### config.mk
export PLATFORM = sky130hd
export DESIGN_NAME = tnn_stream_classifier
export DESIGN_NICKNAME = d
export VERILOG_FILES = /design/src/rtl/tnn_stream_classifier_pkg.sv /design/src/rtl/tnn_stream_classifier_neuron_acc.sv /design/src/rtl/tnn_stream_classifier.sv
export SDC_FILE = /design/constraint.sdc
export NUM_CORES = 1
export LEC_CHECK = 0
export BUFFER_PORTS_ARGS = -buffer_cell sky130_fd_sc_hd__buf_2
export CORE_UTILIZATION = 49
export CTS_CLUSTER_SIZE = 12
export DETAILED_ROUTE_END_ITERATION = 10
export PLACE_DENSITY = 0.66
export SYNTH_ARGS = -nofsm -noshare
export SYNTH_HDL_FRONTEND = slang
export SYNTH_HIERARCHICAL = 1
export SYNTH_SLANG_ARGS = --single-unit
### constraint.sdc
create_clock -name i_clk -period 7.2 [get_ports i_clk]
set_input_delay 0.72 -clock i_clk [delete_from_list [all_inputs] [get_ports i_clk]]
set_output_delay 0.72 -clock i_clk [all_outputs]
set_load 0.005 [all_outputs]
### src/rtl/tnn_stream_classifier_pkg.sv
// Shared definitions for the streaming ternary classifier: ternary weight
// codes, the width/popcount helpers and the control FSM state encoding.
// Optional feature macro used by the top: TNN_SCORE_OUT_EN.
package tnn_pkg;

    localparam logic [1:0] T_ZERO = 2'b00;
    localparam logic [1:0] T_POS  = 2'b01;
    localparam logic [1:0] T_NEG  = 2'b11;

    typedef enum logic [1:0] {
        IDLE,
        ACCUM,
        EVAL,
        HOLD
    } state_t;

    // Signed accumulator width that holds +/- n_feat * (2^feat_w - 1).
    function automatic int acc_width(input int n_feat, input int feat_w);
        return $clog2(n_feat * ((1 << feat_w) - 1) + 1) + 1;
    endfunction

    // Ternary weight applied to an unsigned value: pass, negate or drop.
    // Code 2'b10 is unused and behaves as zero.
    function automatic logic signed [31:0] tern_apply(input logic [1:0] code,
                                                      input logic [31:0] value);
        case (code)
            T_POS:   return $signed(value);
            T_NEG:   return -$signed(value);
            default: return 32'sd0;
        endcase
    endfunction

    // Number of set bits in a (zero-extended) vector.
    function automatic int popcount(input logic [31:0] bits);
        int cnt;
        cnt = 0;
        for (int i = 0; i < 32; i++) begin
            cnt += int'(bits[i]);
        end
        return cnt;
    endfunction

endpackage

### src/rtl/tnn_stream_classifier_neuron_acc.sv
// One hidden ternary neuron: a signed running sum of weighted features and
// a signed compare of that sum against the neuron's fixed threshold.
module tnn_neuron_acc
    import tnn_pkg::*;
#(
    parameter int                       FEAT_W = 2,
    parameter int                       ACC_W  = 5,
    parameter logic signed [ACC_W-1:0]  THR    = '0
) (
    input  logic              i_clk,
    input  logic              i_rst_n,
    input  logic              i_load,
    input  logic              i_add,
    input  logic [1:0]        i_code,
    input  logic [FEAT_W-1:0] i_data,
    output logic              o_hit
);

    logic signed [ACC_W-1:0] r_acc;
    logic signed [ACC_W-1:0] w_contrib;

    assign w_contrib = ACC_W'(tern_apply(i_code, 32'(i_data)));

    // Start a fresh sum on load (first feature of a frame), else accumulate.
    always_ff @(posedge i_clk or negedge i_rst_n) begin
        if (!i_rst_n) begin
            r_acc <= '0;
        end else if (i_load) begin
            r_acc <= w_contrib;
        end else if (i_add) begin
            r_acc <= r_acc + w_contrib;
        end
    end

    assign o_hit = (r_acc >= THR);

endmodule

### src/rtl/tnn_stream_classifier.sv
// Streaming ternary neural-network classifier. Takes one feature per cycle,
// accumulates N_HID ternary-weighted sums in parallel, thresholds them and
// votes the hidden bits into a single class bit.
// Optional: define TNN_SCORE_OUT_EN to add the o_out_score popcount output.
module tnn_stream_classifier
    import tnn_pkg::*;
#(
    parameter int N_FEAT  = 8,
    parameter int FEAT_W  = 2,
    parameter int N_HID   = 4,
    parameter logic [N_HID*N_FEAT*2-1:0] W_HID = '0,
    parameter logic [N_HID*acc_width(N_FEAT, FEAT_W)-1:0] H_THR = '0,
    parameter int OUT_THR = 1
) (
    input  logic              i_clk,
    input  logic              i_rst_n,
    input  logic              i_in_valid,
    output logic              o_in_ready,
    input  logic [FEAT_W-1:0] i_in_data,
    input  logic              i_in_sof,
    output logic              o_out_valid,
    input  logic              i_out_ready,
    output logic              o_out_class,
`ifdef TNN_SCORE_OUT_EN
    output logic [$clog2(N_HID+1)-1:0] o_out_score,
`endif
    output logic              o_err_sof
);

    localparam int ACC_W = acc_width(N_FEAT, FEAT_W);
    localparam int IDX_W = $clog2(N_FEAT);
    localparam int POP_W = $clog2(N_HID + 1);

    state_t             r_state;
    logic [IDX_W-1:0]   r_idx;
    logic               r_in_ready;
    logic               r_out_valid;
    logic               r_out_class;
    logic               r_err_sof;
`ifdef TNN_SCORE_OUT_EN
    logic [POP_W-1:0]   r_score;
`endif

    logic               w_xfer;
    logic               w_load;
    logic               w_add;
    logic [IDX_W-1:0]   w_sel_idx;
    logic [N_HID-1:0]   w_hid;
    logic               w_class;

    assign w_xfer    = i_in_valid && r_in_ready;
    assign w_load    = w_xfer && i_in_sof && ((r_state == IDLE) || (r_state == ACCUM));
    assign w_add     = w_xfer && !i_in_sof && (r_state == ACCUM);
    assign w_sel_idx = w_load ? '0 : r_idx;

    genvar h;
    generate
        for (h = 0; h < N_HID; h++) begin : g_hid
            logic [1:0] w_code;

            assign w_code = W_HID[(h * N_FEAT + int'(w_sel_idx)) * 2 +: 2];

            tnn_neuron_acc #(
                .FEAT_W (FEAT_W),
                .ACC_W  (ACC_W),
                .THR    (H_THR[h*ACC_W +: ACC_W])
            ) u_neuron (
                .i_clk   (i_clk),
                .i_rst_n (i_rst_n),
                .i_load  (w_load),
                .i_add   (w_add),
                .i_code  (w_code),
                .i_data  (i_in_data),
                .o_hit   (w_hid[h])
            );
        end
    endgenerate

    assign w_class = (popcount(32'(w_hid)) >= OUT_THR);

    // Frame control: collect N_FEAT features, evaluate once, then hold the
    // result until the collector takes it. Stray or early sof sets err_sof.
    always_ff @(posedge i_clk or negedge i_rst_n) begin
        if (!i_rst_n) begin
            r_state     <= IDLE;
            r_idx       <= '0;
            r_in_ready  <= 1'b1;
            r_out_valid <= 1'b0;
            r_out_class <= 1'b0;
            r_err_sof   <= 1'b0;
`ifdef TNN_SCORE_OUT_EN
            r_score     <= '0;
`endif
        end else begin
            case (r_state)
                IDLE: begin
                    if (w_xfer) begin
                        if (i_in_sof) begin
                            r_state <= ACCUM;
                            r_idx   <= IDX_W'(1);
                        end else begin
                            r_err_sof <= 1'b1;
                        end
                    end
                end
                ACCUM: begin
                    if (w_xfer) begin
                        if (i_in_sof) begin
                            r_idx     <= IDX_W'(1);
                            r_err_sof <= 1'b1;
                        end else if (r_idx == IDX_W'(N_FEAT - 1)) begin
                            r_state    <= EVAL;
                            r_idx      <= '0;
                            r_in_ready <= 1'b0;
                        end else begin
                            r_idx <= r_idx + IDX_W'(1);
                        end
                    end
                end
                EVAL: begin
                    r_out_class <= w_class;
                    r_out_valid <= 1'b1;
`ifdef TNN_SCORE_OUT_EN
                    r_score     <= POP_W'(popcount(32'(w_hid)));
`endif
                    r_state     <= HOLD;
                end
                HOLD: begin
                    if (i_out_ready) begin
                        r_out_valid <= 1'b0;
                        r_in_ready  <= 1'b1;
                        r_state     <= IDLE;
                    end
                end
                default: begin
                    r_state <= IDLE;
                end
            endcase
        end
    end

    assign o_in_ready  = r_in_ready;
    assign o_out_valid = r_out_valid;
    assign o_out_class = r_out_class;
    assign o_err_sof   = r_err_sof;
`ifdef TNN_SCORE_OUT_EN
    assign o_out_score = r_score;
`endif

endmodule

==> impl_metrics.csv, run 1 <==
group,metric,value,unit
global_routing,grt_pass1_vias,2106,
worst_setup_path,cp_max_fo,52,
pwr,p_per_area,121,nW/um2
timing,fin_crit_sh,0.308,
synthesis,netlist_top_cells_area,"dfrtp_1 (29%), ha_1 (15%), mux2i_1 (4.4%)",
clock_network,cts-hold-fix-buffers,0,
route,first_pass_iters,4,
layout,fin_util,0.576,
placed_design,dp_worst_setup_slack,5.02,ns
worst_setup_path,required,7.36,ns
timing,max_freq,450,MHz
synthesis,synth-seq-area-share,0.301,
clock_network,clk_pin_slew_worst_paths,0.07,ns
layout,area_delta_synth_final,9.93,%
floorplan,rows,26,
synthesis,synth_area,2750,um2
floorplan,start_util,0.524,
worst_setup_path,worstPathArrival,2.38,ns
clock_network,ctsResizeCount,0,
synthesis,syn_area_per_cell,9.12,um2
worst_setup_path,worstSetupEndpointType,"register",
route,finalWirelength,5.11,mm
timing,setup_ws,4.98,ns
placed_design,port_buffers,10,
route,avgViaCountPerCell,5.33,
timing,setup_viol,0,
route,drt_iter0_markers,80,
clock_network,cts_sinks,33,
run_status,status,"finished, final reports clean",
floorplan,core_area,5240,um2
timing,grt_setup_unrepaired,"no",
floorplan,io_pins,11,
timing,maxSlewHeadroom,0.489,
synthesis,yosys.area.top_type_share,0.292,
clock_network,tritoncts,"built",
worst_hold_path,hp-class,"register to register",
synthesis,synth_edf_count,0,
clock_network,clk_root_buffer_cell,"clkbuf_8",
synthesis,synth_area_leader_cell,"dfrtp_1",
layout,n_antenna_cell,0,
clock_network,clk_latency,0.29,ns
synthesis,synth_seq_cells,33,
layout,drive_above_1_share,0.119,
floorplan,dieArea,5910,um2
placed_design,place_congestion,0.750,
layout,layout.cells.non_filler,399,
synthesis,ys_warn_count,6,
global_routing,antenna_found_initial,0,
synthesis,synthArstFlopShare,1.00,
layout,mostFrequentLayoutCells,"ha_1 (33), dfrtp_1 (32), inv_1 (31), nand2_1 (23), o21ai_0 (22)",
timing,worst_clock_skew,0.00545,ns
synthesis,syn_inst,301,
clock_network,clockBufferDepth,2,
synthesis,synth_ff_type,"dfrtp_1",
pwr,p_leak,1.63,nW
placed_design,hpwl,3.63,mm
global_routing,grt_pass1_wl,9.23,mm
timing,finalMaxSlewViolations,0,
route,vias,2126,
floorplan,die_h,76.9,um
global_routing,grt_usage,0.196,
timing,hold_violations,0,
route,drc,0,
clock_network,numCtsBuffers,5,
worst_setup_path,crit_type,"register to register",
floorplan,die_w,76.9,um
job,maxCapViolations,0,
route,wire_per_inst,12.8,um
layout,fin_nets,373,
route,drtAntennaViolNets,0,
worst_setup_path,worstSetupStartpointType,"register",
global_routing,gr-total-overflow,0,
synthesis,synth_cell_types,39,
layout,final_common_cell,"ha_1",
timing,tightestPinTransition,0.767,ns
timing,tns,0,ns
pwr,vdd_drop_max,89.5,uV
clock_network,cts-htree-levels,2,
global_routing,grt_max_degree,53,
timing,finalCriticalPeriod,2.22,ns
placed_design,placed_cells,391,
clock_network,post_cts_buffers,0,
[cell families (layout without fill, tap and decap cells)]
family,count (synthesis),in the layout,synth area share
xor gates and xnor gates,8,8,0.0255
and+or+nand+nor,61,61,0.106
AOI/OAI and AO/OA,101,101,0.250
DFF,33,33,0.301
buffers and inverters,42,51,0.0583
muxes,17,17,0.0711
adders and majority gates,38,38,0.187
other,1,20,0.00137
[state kept, by name (all words and copies together), names as in the netlist]
| signal | count |
|---|---|
| r_state | 2 |
| o_out_valid | 1 |
| o_in_ready | 1 |
| r_idx | 3 |
| o_err_sof | 1 |
| o_out_class | 1 |
| g_hid.u_neuron/r_acc | 24 |
[synth_stat cells (all sizes together), types with 3 or more instances]
cell / n
ha: 33
dfrtp: 32
inv: 31
nand2: 24
o21ai: 22
a21oi: 21
nor2: 16
a21o: 12
mux2i: 12
a22oi: 9
clkbuf: 9
a211oi: 8
xnor2: 8
a31oi: 5
fa: 5
mux2: 5
nor2b: 5
o211ai: 5
a2111oi: 4
a211o: 4
and2: 4
nand3b: 4
nor3: 4
o21bai: 4
o22ai: 3
[stage by stage]
step	total power [mW]	area, um2	hold slack, ns
finish	0.364	3020	0.462
global route	0.382	3020	0.496
CTS	0.368	3020	0.468
detailed placement	0.225	2940	0.451
global placement	0.225	2940	0.459
floorplan	0.215	2820	0.424
[worst max-delay path, cell delays in order (launching register included)]
cell and delay [ns]:
dfrtp_1 0.41, inv_1 0.10, ha_1 0.35, o211ai_1 0.22, nor2_4 0.12, buf_4 0.41, o21ai_0 0.16, a211oi_1 0.22
a31oi_1 0.07
[layer usage]
metal  global-route usage  up-vias  share of wire
li1                     -     1107              -
met1                0.240      975           0.50
met2                0.343       40           0.46
met3               0.0321        4          0.035
met4               0.0750        0         0.0086
met5                    0        -              0
[report_power, final]
| part | switching, mW | internal [mW] |
|---|---|---|
| clock network | 0.0740 | 0.0671 |
| logic | 0.0231 | 0.0143 |
| registers | 0.000214 | 0.186 |
[layout make-up]
type	count	area, um2
Clock buffer	6	72.6
Clock inverter	2	10.0
Fill cell	481	2220
Inverter	31	116
Multi-Input combinational cell	245	1840
Sequential cell	33	827
Tap cell	70	87.6
Timing Repair Buffer	12	65.1
[path summary, 6_finish.rpt]
kind                       slack, ns                   start  cells past startpoint                                      to
max                             4.98  r_state[1]$_DFFE_PN0P_                      8  g_hid[3].u_neuron/r_acc[5]$_DFFE_PN0P_
min                             0.46   o_err_sof$_DFFE_PN0P_                      1                   o_err_sof$_DFFE_PN0P_
max reg2reg                     4.98  r_state[1]$_DFFE_PN0P_                      8  g_hid[3].u_neuron/r_acc[5]$_DFFE_PN0P_
min reg2reg                     0.46   o_err_sof$_DFFE_PN0P_                      1                   o_err_sof$_DFFE_PN0P_
max in group asynchronous       6.21                 i_rst_n                      1  g_hid[0].u_neuron/r_acc[5]$_DFFE_PN0P_
min in group asynchronous       0.50                 i_rst_n                      1                    r_idx[2]$_DFFE_PN0P_
No activity file was read; power rests on OpenSTA's default activity.
==> run 2: changes to the inputs <==
--- a/config.mk
+++ b/config.mk
@@ -5,6 +5,7 @@
 export SDC_FILE = /design/constraint.sdc
 export NUM_CORES = 1
 export LEC_CHECK = 0
+export ABC_AREA = 1
 export BUFFER_PORTS_ARGS = -buffer_cell sky130_fd_sc_hd__buf_2
 export CORE_UTILIZATION = 49
 export CTS_CLUSTER_SIZE = 12
==> constraint.sdc (replaced) <==
create_clock -name i_clk -period 2.3 [get_ports i_clk]
set_input_delay 0.23 -clock i_clk [delete_from_list [all_inputs] [get_ports i_clk]]
set_output_delay 0.23 -clock i_clk [all_outputs]
set_load 0.005 [all_outputs]
==> run 2 against run 1 <==
Worst hold slack got worse by 0.43 ns. Clock power rose to 3.2 times the previous value. Critical path depth grew 1. Final area increased by 9.6%. First-iteration DRC count is 59% lower. Synthesized cell count grew 34%. Final cell count grew 32%. Die area increased by 6.7%. Setup slack worse by 4.6 ns. Clock-buffer cell count is 2 higher. Non-clock buffer count rose by 1. Critical endpoint is now g_hid[3].u_neuron/r_acc[3]$_DFFE_PN0P_.
==> impl_metrics.csv, run 2 <==
group,metric,value,unit
synthesis,synth_top_family_by_area,"simple AND/OR/NAND/NOR gates",
clock_network,clk_pin_slew_worst_paths,0.07,ns
timing,tns,0,ns
route,drc,0,
layout,mostFrequentLayoutCells,"nand2_1 (112), inv_1 (66), ha_1 (33), conb_1 (32), dfrtp_1 (32)",
synthesis,synth_common_cells,"nand2_1 (112), inv_1 (66), ha_1 (33), dfrtp_1 (32), nand3_1 (29)",
timing,fin_crit_sh,0.818,
synthesis,synth-seq-area-share,0.282,
clock_network,clk_latency,0.28,ns
timing,finalMaxSlewViolations,0,
layout,top_register,"g_hid.u_neuron/r_acc",
synthesis,synth_area,2940,um2
timing,finalCriticalPeriod,1.88,ns
synthesis,synth_cell_types,27,
timing,grt_setup_unrepaired,"no",
synthesis,ys_warn_count,6,
synthesis,syn_inst,403,
global_routing,gr-total-overflow,0,
global_routing,grt_pass1_wl,10.4,mm
floorplan,core_area,5640,um2
global_routing,grt_usage,0.209,
layout,largest_registers,"g_hid.u_neuron/r_acc: 24 flops, r_idx: 3 flops, r_state: 2 flops",
worst_setup_path,worstSetupEndpointType,"register",
synthesis,synth_seq_cells,33,
route,finalWirelength,5.63,mm
pwr,p_per_area,349,nW/um2
worst_setup_path,required,2.50,ns
synthesis,synth-simple-area-share,0.318,
synthesis,synthArstFlopShare,1.00,
synthesis,synth-xor-area-share,0.0119,
route,vias,2497,
timing,maxSlewHeadroom,0.472,
worst_setup_path,crit_type,"register to register",
synthesis,synthAdderAreaFrac,0.175,
timing,hold_violations,0,
clock_network,numCtsBuffers,5,
synthesis,synth_ff_type,"dfrtp_1",
clock_network,cts-htree-levels,2,
floorplan,io_pins,11,
global_routing,grt_pass1_vias,2525,
layout,drive_above_1_share,0.160,
timing,setup_viol,0,
clock_network,post_cts_buffers,0,
layout,largest_register_ffs,24,
placed_design,port_buffers,10,
pwr,p_leak,1.98,nW
synthesis,syn_area_per_cell,7.29,um2
worst_setup_path,cp_max_fo,8,
synthesis,muxShareOfSynthArea,0,
worst_setup_path,worstPathArrival,2.08,ns
floorplan,die_w,79.4,um
run_status,status,"finished, final reports clean",
job,maxCapViolations,0,
global_routing,grt_max_degree,34,
timing,tightestPinTransition,0.791,ns
worst_hold_path,hp-class,"primary input to async pin",
clock_network,clockBufferDepth,2,
synthesis,yosys.area.top_type_share,0.273,
route,avgViaCountPerCell,4.74,
route,drtAntennaViolNets,0,
timing,worst_clock_skew,0.00888,ns
placed_design,hpwl,4.50,mm
timing,max_freq,531,MHz
synthesis,synth_area_leader_cell,"dfrtp_1",
clock_network,cts_sinks,33,
layout,final_common_cell,"nand2_1",
clock_network,ctsResizeCount,0,
clock_network,tritoncts,"built",
route,drt_iter0_markers,33,
pwr,vdd_drop_max,256,uV
floorplan,dieArea,6310,um2
clock_network,clk_root_buffer_cell,"clkbuf_8",
floorplan,start_util,0.521,
route,first_pass_iters,4,
global_routing,antenna_found_initial,0,
worst_setup_path,worstSetupStartpointType,"register",
layout,fin_nets,499,
placed_design,place_congestion,0.776,
route,wire_per_inst,10.7,um
floorplan,rows,27,
clock_network,cts-hold-fix-buffers,0,
synthesis,yosysMostFrequentCell,"nand2_1",
layout,fin_util,0.586,
placed_design,placed_area,3220,um2
layout,area_delta_synth_final,12.7,%
synthesis,synth_compound_area_frac,0.106,
synthesis,netlist_top_cells_area,"dfrtp_1 (27%), nand2_1 (14%), ha_1 (14%)",
layout,finalInstanceArea,3310,um2
floorplan,die_h,79.4,um
synthesis,synth_edf_count,0,
layout,n_antenna_cell,0,
-- run 2: critical path: stages (launching register included) --
cell,delay [ns]
dfrtp_1,0.41
inv_1,0.09
ha_1,0.28
nand2_1,0.15
nor2_1,0.11
buf_4,0.22
inv_1,0.06
nor2_1,0.24
nand2_1,0.11
o211ai_2,0.13
-- run 2: cells by family (layout without fill, tap and decap cells) --
kind of cell | after synthesis | after routing
AO/OA/AOI/OAI | 47 | 47
XOR/XNOR | 4 | 4
adder cells (fa/ha/maj) | 38 | 38
buffers and inverters | 82 | 103
flip-flops | 33 | 33
other | 1 | 32
AND/OR/NAND/NOR | 198 | 198
-- run 2: path summary, 6_finish.rpt --
check	startpoint	to	slack (ns)	cells past startpoint
max	r_state[1]$_DFFE_PN0P_	g_hid[3].u_neuron/r_acc[3]$_DFFE_PN0P_	0.42	9
min	i_rst_n	g_hid[0].u_neuron/r_acc[3]$_DFFE_PN0P_	0.04	1
max reg2reg	r_state[1]$_DFFE_PN0P_	g_hid[3].u_neuron/r_acc[3]$_DFFE_PN0P_	0.42	9
min reg2reg	o_err_sof$_DFFE_PN0P_	o_err_sof$_DFFE_PN0P_	0.46	2
max in group asynchronous	i_rst_n	g_hid[3].u_neuron/r_acc[5]$_DFFE_PN0P_	1.76	1
min in group i_clk	i_out_ready	o_out_valid$_DFFE_PN0P_	0.21	4
-- run 2: final cells by class --
| type | instances | area (um2) |
|---|---|---|
| clock buffers | 8 | 90.1 |
| fillers | 563 | 2330 |
| inverters | 82 | 313 |
| multi-input cells | 319 | 1920 |
| flip-flops and latches | 33 | 827 |
| well taps | 72 | 90.1 |
| repair buffers | 13 | 72.6 |
-- run 2: power by group --
group          switching (mW)  internal, mW
logic                  0.0837        0.0368
registers                   0         0.580
clock network           0.211         0.244
-- run 2: per-stage QoR --
step	std cells	hold slack (ns)	power [mW]	setup WS [ns]
after floorplan	434	-0.0656	0.674	0.219
after global placement	519	0.370	0.706	0.456
after detailed placement	519	0.374	0.709	0.424
after CTS	527	0.0649	1.17	0.398
after global routing	527	0.0959	1.22	0.279
final	527	0.0356	1.16	0.418
-- run 2: per-layer routing --
layer  share of wire  global-route usage  vias up
li1                -                   -     1344
met1            0.49               0.264     1140
met2            0.49               0.371       11
met3           0.017              0.0309        2
met4          0.0064              0.0545        0
met5               0                   0        -
==> run 3: changes to the inputs <==
--- a/config.mk
+++ b/config.mk
@@ -10,7 +10,7 @@
 export CORE_UTILIZATION = 49
 export CTS_CLUSTER_SIZE = 12
 export DETAILED_ROUTE_END_ITERATION = 10
-export PLACE_DENSITY = 0.66
+export PLACE_DENSITY = 0.68
 export SYNTH_ARGS = -nofsm -noshare
 export SYNTH_HDL_FRONTEND = slang
 export SYNTH_HIERARCHICAL = 1
==> constraint.sdc (replaced) <==
create_clock -name i_clk -period 1.7 [get_ports i_clk]
set_input_delay 0.17 -clock i_clk [delete_from_list [all_inputs] [get_ports i_clk]]
set_output_delay 0.17 -clock i_clk [all_outputs]
set_load 0.005 [all_outputs]
==> run 3 against run 2 <==
The flow now finishes with violations (setup timing). Clock power increased by 47%. Final area increased by 13%. Non-clock buffer count increased by 39. Combinational power increased by 42%.
==> impl_metrics.csv, run 3 (synthesis results as in run 2) <==
group,metric,value,unit
floorplan,die_w,79.4,um
worst_hold_path,hp-class,"primary input to register",
clock_network,clk_pin_slew_worst_paths,0.07,ns
worst_setup_path,worstPathArrival,2.07,ns
worst_hold_path,hold_depth,4,
global_routing,grt_pass1_vias,2651,
timing,setup_ws,-0.156,ns
global_routing,antenna_found_initial,0,
route,drt_iter0_markers,126,
clock_network,cts_sinks,33,
pwr,clockPowerShare,0.412,
clock_network,clockBufferDepth,2,
timing,max_freq,539,MHz
route,first_pass_iters,4,
layout,n_antenna_cell,0,
pwr,combPwrFrac,0.106,
pwr,p_per_area,435,nW/um2
floorplan,core_area,5640,um2
timing,setup_viol,1,
pwr,total_power,1.63,mW
worst_setup_path,crit_type,"register to register",
worst_setup_path,worstReg2RegStart,"g_hid[3].u_neuron/r_acc[5]$_DFFE_PN0P_",
global_routing,grt_max_degree,34,
layout,largest_register_ffs,24,
timing,finalCriticalPeriod,1.86,ns
clock_network,cts-htree-levels,2,
floorplan,dieArea,6310,um2
timing,tns,-0.156,ns
route,wire_per_inst,11.4,um
timing,worst_clock_skew,0.0101,ns
pwr,vdd_drop_max,364,uV
worst_hold_path,hold_start,"i_out_ready",
placed_design,port_buffers,10,
worst_setup_path,worstSetupEndpointType,"register",
placed_design,hpwl,4.64,mm
global_routing,grt_pass1_wl,11.2,mm
clock_network,tritoncts,"built",
run_status,violations,"setup timing",
worst_hold_path,hold_path_end,"o_out_valid$_DFFE_PN0P_",
placed_design,place_congestion,0.843,
route,drtAntennaViolNets,0,
layout,nFillCells,461,
layout,fin_nets,539,
route,drc,0,
layout,top_register,"g_hid.u_neuron/r_acc",
floorplan,rows,27,
placed_design,dp_worst_setup_slack,-0.259,ns
route,avgViaCountPerCell,4.79,
worst_setup_path,timing.rr.end,"o_out_class$_DFFE_PN0P_",
route,finalWirelength,6.44,mm
layout,final_common_cell,"nand2_1",
layout,area_delta_synth_final,27.4,%
worst_setup_path,cp_max_fo,2,
floorplan,start_util,0.521,
floorplan,io_pins,11,
pwr,swShare,0.259,
worst_setup_path,required,1.91,ns
pwr,p_int,1.21,mW
job,maxCapViolations,0,
worst_setup_path,r2r_cells,9,
pwr,p_leak,2.18,nW
timing,fin_crit_sh,1.09,
clock_network,clk_root_buffer_cell,"clkbuf_8",
clock_network,clk_latency,0.29,ns
layout,mostFrequentLayoutCells,"nand2_1 (109), inv_1 (57), buf_4 (35), conb_1 (32), dfrtp_1 (32)",
layout,drive_above_1_share,0.267,
timing,grt_setup_unrepaired,"yes",
worst_setup_path,crit_start,"g_hid[3].u_neuron/r_acc[5]$_DFFE_PN0P_",
worst_setup_path,worstSetupStartpointType,"register",
layout,largest_registers,"g_hid.u_neuron/r_acc: 24 flops, r_idx: 3 flops, r_state: 2 flops",
timing,hold_violations,0,
pwr,power_switching,0.422,mW
clock_network,numCtsBuffers,5,
global_routing,grt_usage,0.227,
route,vias,2716,
timing,finalMaxSlewViolations,0,
worst_setup_path,rrSetupSlack,-0.16,ns
floorplan,die_h,79.4,um
global_routing,gr-total-overflow,0,
pwr,seqPwrFrac,0.482,
run_status,status,"complete, but fails checks",
-- run 3: worst max path at each step --
stage / end / slack (ns) / depth (start not counted)
final: o_out_class$_DFFE_PN0P_ / -0.16 / 9
after global routing: o_out_class$_DFFE_PN0P_ / -0.24 / 9
after CTS: o_out_class$_DFFE_PN0P_ / -0.15 / 9
after detailed placement: g_hid[0].u_neuron/r_acc[0]$_DFFE_PN0P_ / -0.26 / 8
after global placement: g_hid[0].u_neuron/r_acc[0]$_DFFE_PN0P_ / -0.16 / 8
after floorplan: o_out_class$_DFFE_PN0P_ / -0.10 / 9
-- run 3: cell type report --
type / instances / area [um2] / area share
Timing Repair Buffer: 52 / 417 / 0.111
Clock buffer: 7 / 96.3 / 0.0257
Clock inverter: 1 / 5.00 / 0.00134
Tap cell: 72 / 90.1 / 0.0241
Multi-Input combinational cell: 320 / 1990 / 0.533
Inverter: 82 / 313 / 0.0836
Sequential cell: 33 / 827 / 0.221
-- run 3: power by group through the flow --
stage	combinational (mW)	clock (mW)	sequential [mW]
final	0.172	0.671	0.785
after global placement	0.156	0	0.800
after global routing	0.202	0.740	0.784
after CTS	0.166	0.689	0.785
after detailed placement	0.160	0	0.800
after floorplan	0.112	0	0.800
-- run 3: critical path, stage by stage (launching register included) --
cell,delay (ns)
dfrtp_1,0.39
inv_2,0.07
inv_2,0.04
fa_1,0.53
inv_1,0.05
ha_2,0.17
inv_2,0.06
ha_4,0.18
nand3b_1,0.15
a31oi_1,0.13
-- run 3: metrics by stage --
step | hold WS (ns) | cell area [um2] | utilization | std cells
global route | 0.168 | 3740 | 0.663 | 567
finish | 0.162 | 3740 | 0.663 | 567
floorplan | -0.126 | 3070 | - | 434
detailed placement | 0.236 | 3360 | 0.596 | 536
CTS | 0.157 | 3650 | 0.646 | 558
global placement | 0.237 | 3360 | 0.596 | 536
-- run 3: what timing repair did --
item	in CTS	in global routing
setup buffers	13	11
pin swaps	7	7
gates cloned	1	0
hold buffers	1	0
setup endpoints to repair	25	20
endpoints found under the hold margin	32	0
resized for setup	13	9
-- run 3: routing by layer --
| metal | global-route usage | up-vias | wire length [um] | part of all wire |
|---|---|---|---|---|
| met5 | 0 | - | 0 | 0 |
| met4 | 0.0545 | 0 | 59 | 0.0092 |
| met3 | 0.0377 | 5 | 151 | 0.023 |
| met2 | 0.409 | 30 | 3240 | 0.50 |
| met1 | 0.280 | 1254 | 2990 | 0.46 |
| li1 | - | 1427 | - | - |
